--- src/rtl/micro_sequencer_if.sv ---
// rtl/micro_sequencer_if.sv - ROM/datapath-side signal bundle for the microprogram sequencer
interface micro_sequencer_if;
    logic [17:0] uinst;
    logic [3:0]  opcode;
    logic        flag_z;
    logic        flag_c;
    logic        mem_ready;
    logic        halt;
    logic [3:0]  mpc;
    logic        waiting;
    logic        stack_err;

    modport master (
        input  uinst, opcode, flag_z, flag_c, mem_ready, halt,
        output mpc, waiting, stack_err
    );

    modport slave (
        output uinst, opcode, flag_z, flag_c, mem_ready, halt,
        input  mpc, waiting, stack_err
    );
endinterface

--- src/rtl/micro_sequencer.sv ---
// rtl/micro_sequencer.sv - microprogram counter with dispatch, branch, call stack and wait-states
module micro_sequencer #(
    parameter int         STACK_DEPTH   = 2,
    parameter logic [3:0] DISPATCH_BASE = 4'd4
) (
    input  logic clock,
    input  logic reset_n,
    micro_sequencer_if.master bus
);
    localparam int SP_W = $clog2(STACK_DEPTH + 1);
    localparam logic [SP_W-1:0] SP_FULL = SP_W'(STACK_DEPTH);

    typedef enum logic [2:0] {
        OP_NEXT     = 3'b000,
        OP_JUMP     = 3'b001,
        OP_DISPATCH = 3'b010,
        OP_BZ       = 3'b011,
        OP_BC       = 3'b100,
        OP_CALL     = 3'b101,
        OP_RET      = 3'b110,
        OP_FETCH    = 3'b111
    } seq_op_t;

    logic [3:0]      mpc_q;
    logic [SP_W-1:0] sp;
    logic [3:0]      stack_mem [STACK_DEPTH];
    logic            err_q;

    seq_op_t    seq_op;
    logic       wait_bit;
    logic [3:0] target;
    logic [3:0] mpc_inc;
    logic       stall;
    logic [3:0] top_entry;
    logic [3:0] next_mpc;
    logic       do_push;
    logic       do_pop;
    logic       set_err;
    logic       unused_uinst;

    assign seq_op       = seq_op_t'(bus.uinst[17:15]);
    assign wait_bit     = bus.uinst[14];
    assign target       = bus.uinst[3:0];
    assign unused_uinst = ^bus.uinst[13:4];
    assign mpc_inc      = mpc_q + 4'd1;

    // Halt outranks the memory wait; either one freezes all state for this edge.
    assign stall = bus.halt | (wait_bit & ~bus.mem_ready);

    assign bus.mpc       = mpc_q;
    assign bus.waiting   = wait_bit & ~bus.mem_ready & ~bus.halt;
    assign bus.stack_err = err_q;

    // Select the top-of-stack entry (entry[sp-1]) without an oversized array index.
    always_comb begin
        top_entry = 4'd0;
        for (int i = 0; i < STACK_DEPTH; i++) begin
            if (sp == SP_W'(i + 1)) begin
                top_entry = stack_mem[i];
            end
        end
    end

    // Decode seq_op into the next address and the stack side effects.
    always_comb begin
        next_mpc = mpc_inc;
        do_push  = 1'b0;
        do_pop   = 1'b0;
        set_err  = 1'b0;
        unique case (seq_op)
            OP_NEXT:     next_mpc = mpc_inc;
            OP_JUMP:     next_mpc = target;
            OP_DISPATCH: next_mpc = DISPATCH_BASE + bus.opcode;
            OP_BZ:       next_mpc = bus.flag_z ? target : mpc_inc;
            OP_BC:       next_mpc = bus.flag_c ? target : mpc_inc;
            OP_CALL: begin
                // A full stack drops the return address but the jump still happens.
                next_mpc = target;
                if (sp != SP_FULL) begin
                    do_push = 1'b1;
                end else begin
                    set_err = 1'b1;
                end
            end
            OP_RET: begin
                if (sp != '0) begin
                    do_pop   = 1'b1;
                    next_mpc = top_entry;
                end else begin
                    set_err  = 1'b1;
                    next_mpc = 4'd0;
                end
            end
            OP_FETCH:    next_mpc = 4'd0;
        endcase
    end

    // Register mpc, stack pointer, stack contents and the sticky error flag.
    always_ff @(posedge clock or negedge reset_n) begin
        if (!reset_n) begin
            mpc_q <= 4'd0;
            sp    <= '0;
            err_q <= 1'b0;
            for (int i = 0; i < STACK_DEPTH; i++) begin
                stack_mem[i] <= 4'd0;
            end
        end else if (!stall) begin
            mpc_q <= next_mpc;
            if (do_push) begin
                sp <= sp + SP_W'(1);
            end else if (do_pop) begin
                sp <= sp - SP_W'(1);
            end
            if (set_err) begin
                err_q <= 1'b1;
            end
            for (int i = 0; i < STACK_DEPTH; i++) begin
                if (do_push && sp == SP_W'(i)) begin
                    stack_mem[i] <= mpc_inc;
                end
            end
        end
    end
endmodule

--- src/flat_wrapper.sv ---
// flat-port wrapper written by rule: the top's interface ports become plain ports
module micro_sequencer_flat 
#(
    parameter int         STACK_DEPTH   = 2,
    parameter logic [3:0] DISPATCH_BASE = 4'd4
)
  (clock, reset_n, bus_uinst, bus_opcode, bus_flag_z, bus_flag_c, bus_mem_ready, bus_halt, bus_mpc, bus_waiting, bus_stack_err);
  micro_sequencer_if bus_i ();
  input  logic clock;
  input  logic reset_n;
  input wire logic [$bits(bus_i.uinst)-1:0] bus_uinst;
  input wire logic [$bits(bus_i.opcode)-1:0] bus_opcode;
  input wire logic [$bits(bus_i.flag_z)-1:0] bus_flag_z;
  input wire logic [$bits(bus_i.flag_c)-1:0] bus_flag_c;
  input wire logic [$bits(bus_i.mem_ready)-1:0] bus_mem_ready;
  input wire logic [$bits(bus_i.halt)-1:0] bus_halt;
  output wire logic [$bits(bus_i.mpc)-1:0] bus_mpc;
  output wire logic [$bits(bus_i.waiting)-1:0] bus_waiting;
  output wire logic [$bits(bus_i.stack_err)-1:0] bus_stack_err;
  assign bus_i.uinst = bus_uinst;
  assign bus_i.opcode = bus_opcode;
  assign bus_i.flag_z = bus_flag_z;
  assign bus_i.flag_c = bus_flag_c;
  assign bus_i.mem_ready = bus_mem_ready;
  assign bus_i.halt = bus_halt;
  assign bus_mpc = bus_i.mpc;
  assign bus_waiting = bus_i.waiting;
  assign bus_stack_err = bus_i.stack_err;
  micro_sequencer #(.STACK_DEPTH(STACK_DEPTH), .DISPATCH_BASE(DISPATCH_BASE)) u_core (.clock(clock), .reset_n(reset_n), .bus(bus_i));
endmodule
--- config.mk ---
export PLATFORM = sky130hd
export DESIGN_NAME = micro_sequencer_flat
export DESIGN_NICKNAME = d
export VERILOG_FILES = /design/src/rtl/micro_sequencer_if.sv /design/src/rtl/micro_sequencer.sv /design/src/flat_wrapper.sv
export SDC_FILE = /design/constraint.sdc
export NUM_CORES = 1
export LEC_CHECK = 0
export ABC_AREA = 0
export CAP_MARGIN = 20
export CORE_UTILIZATION = 37
export CTS_BUF_LIST = sky130_fd_sc_hd__clkbuf_2
export DETAILED_ROUTE_END_ITERATION = 8
export PLACE_DENSITY = 0.68
export SLEW_MARGIN = 20
export SYNTH_ARGS = -nofsm -noshare
export SYNTH_HDL_FRONTEND = slang
export SYNTH_SLANG_ARGS = --single-unit
--- constraint.sdc ---
create_clock -name clock -period 2.02 [get_ports clock]
set_input_delay 0.505 -clock clock [delete_from_list [all_inputs] [get_ports clock]]
set_output_delay 0.505 -clock clock [all_outputs]
set_load 0.03 [all_outputs]
==> metrics.txt <==
outcome finished with violations; failing checks design-rule violations; Layout Utilization 0.538; startpoint types register; pin count of the biggest net entering global routing 16; CP top delay family buffers and inverters; layout cells sized above 1 0.188; first-pass GRT wire length 4.73 mm; 1st-iter DRT viols 30; Distinct cells, synth 41; placed cell count 187; CP max stage cell clkdlybuf4s50_1; PwrDens 828 mW/mm^2; TNS Setup 0 ns; Switch Pwr 497 uW; hold crit path type in2async; Detail Route Antenna Nets 0; ys async rst share 1.00; Initial Utilization 0.401; RSZ-0062 raised after global routing no; Die Ht 57.1 microns; Post-Syn Area per Cell 9.29 sq um; vias in the first global route 1046; Pre-Repair DR Iteration Count 6; Primary FF master, synth dfrtp_1; TritonCTS Buffers 3; Area Overhead vs Synth 34.4%; clock share of power 0.116; Avg Vias per Cell 5.31; Max Slew Vio Count 0; worst path arrival time 1.41 ns; CTS Hold Bufs 0; CTS tree yes; PortBufs 23; Congestion Overflow GR 0; IO Count 34; Leakage 0.000656 uW; clk root buf clkbuf_2; Multi-input gate area 682 sq um; Worst-path clk slew 0.16 ns; drt wl/cell 14.4 microns; Fmax 522 MHz; Detailed Route WL 2.75 mm; CP Cell Sequence clkdlybuf4s50_1; core area 0.00281 sq mm; internal power 754 uW; fin nets 193; Worst EP required 1.51 ns; Cell Area, Placed 0.00149 sq mm; initial antenna violation count 0; endpoints failing setup 0; sequential power share 0.394; post-synthesis cell count 121; Worst-Skew Late Latency 0.29 ns; Worst setup EP type primary output; Period minus WS final 1.92 ns; Mapped Area 0.00112 sq mm; Post-synth EDFFs 0; clk buf depth 2; Antenna diodes 0; Least-Margin Pin Slew 0.316 ns; Die ar. 0.00326 sq mm; post-synthesis sequential area ratio 0.334; setup bufs post-CTS 0; max_cap viols 0; via count 1015; Tot GR Track Use 0.190; Max VDD drop 0.000396 V; Final Hold Viols 0; number of fill cells 254; Synth Register Bits 15; routability-driven placement congestion ratio 0.814; Buf+Inv Stages, Crit Path 1; H-tree Lvls 1; Clock Skews 0.0146 ns; Rows 19; Sw Share 0.397; power share of the combinational group 0.490; critical path class reg2out; non-filler cells, final 191; Post-route DRC 2; final instance area 0.00151 sq mm; DP Wirelength 2.24 mm; CP Max Fanout 4; net count after synthesis 153; hold slack 0.498 ns; Worst path max stage delay 0.69 ns; Final period util 0.949; Ys Warns 0; post-cts resize count 0; chip width 57.1 microns; Clock Sinks 15; Sequential cell area 375 sq um; Max-slew headroom 0.788
-- cell families after synthesis --
group / share of synthesized area
AO/OA/AOI/OAI: 0.186
XOR/XNOR: 0.0312
AND/OR/NAND/NOR: 0.276
flip-flops: 0.334
multiplexers: 0.0690
adder cells (fa/ha/maj): 0.0445
buffers and inverters: 0.0590
-- per-layer routing --
metal  vias up  share of wire  GRT usage
li1        523              -          -
met1       476           0.48      0.244
met2        14           0.49      0.333
met3         2          0.024     0.0431
met4         0         0.0051     0.0314
met5         -              0          0
-- area by class of cell --
type                    instances  area share
clock buffers                   3     0.00994
well taps                      31      0.0257
inverters                       7      0.0174
flip-flops and latches         15       0.249
repair buffers                 41       0.244
multi-input cells              93       0.452
clock inverters                 1     0.00331
-- cell usage in the layout (no fill, tap or decap), types with 3 or more instances in the layout --
master / Yosys / layout
nor2_1: 6 / 6
nand2_1: 13 / 13
ha_1: 4 / 4
nand3b_1: 6 / 6
buf_4: 0 / 19
mux2_1: 6 / 6
dfrtp_1: 15 / 15
xnor2_1: 3 / 3
nor3_1: 3 / 3
nand2b_1: 3 / 3
clkbuf_2: 0 / 3
clkdlybuf4s50_1: 0 / 20
inv_1: 6 / 6
a211oi_1: 3 / 3
nand3_1: 3 / 3
a21oi_1: 11 / 11
o21ai_1: 3 / 3
-- Yosys cell counts (3+ instances only) --
cell type	instances	area share
o21ai_1	3	0.013
xnor2_1	3	0.023
nand3_1	3	0.013
mux2_1	6	0.060
nor3_1	3	0.013
nor2_1	6	0.020
nand2_1	13	0.043
dfrtp_1	15	0.33
a21oi_1	11	0.049
ha_1	4	0.045
a211oi_1	3	0.020
nand2b_1	3	0.017
nand3b_1	6	0.040
inv_1	6	0.020
-- metrics by stage --
stage / total power (uW) / worst slack, ns
6_report: 1250 / 0.103
5_1_grt: 1350 / 0.0194
4_1_cts: 1270 / 0.00550
3_5_place_dp: 1120 / -0.174
3_3_place_gp: 1080 / -0.121
2_1_floorplan: 889 / 0.348
-- state kept, by name, summed over array words and instances, names as in the netlist --
signal	flops
u_core.bus.mpc	4
u_core.stack_mem	8
u_core.bus.stack_err	1
u_core.sp	2
-- worst reg2reg max path, cell delays in order, from the launching register on --
cell,delay (ns)
dfrtp_1,0.38
inv_1,0.09
ha_1,0.27
nand4bb_2,0.33
a21oi_1,0.22
nor4_1,0.08
a211oi_1,0.22
-- path summary, 6_finish.rpt --
kind | to | slack (ns) | depth (start not counted) | start
worst max-delay path | bus_mpc[1] | 0.10 | 1 | u_core.bus.mpc[1]$_DFFE_PN0P_
worst min-delay path | u_core.stack_mem[5]$_DFFE_PN0P_ | 0.50 | 2 | reset_n
worst max register to register | u_core.bus.mpc[2]$_DFFE_PN0P_ | 0.38 | 6 | u_core.sp[0]$_DFFE_PN0P_
worst min register to register | u_core.stack_mem[4]$_DFFE_PN0P_ | 0.51 | 2 | u_core.stack_mem[4]$_DFFE_PN0P_
max in group asynchronous | u_core.bus.mpc[0]$_DFFE_PN0P_ | 1.33 | 2 | reset_n
min in group clock | u_core.stack_mem[4]$_DFFE_PN0P_ | 0.51 | 2 | u_core.stack_mem[4]$_DFFE_PN0P_
-- power groups by stage --
stage          sequential (uW)  combinational, uW  clock [uW]
3_5_place_dp               501                618           0
6_report                   492                613         145
5_1_grt                    510                677         167
2_1_floorplan              528                361           0
4_1_cts                    494                620         155
3_3_place_gp               490                595           0
Power figures use the tool's default switching activity.
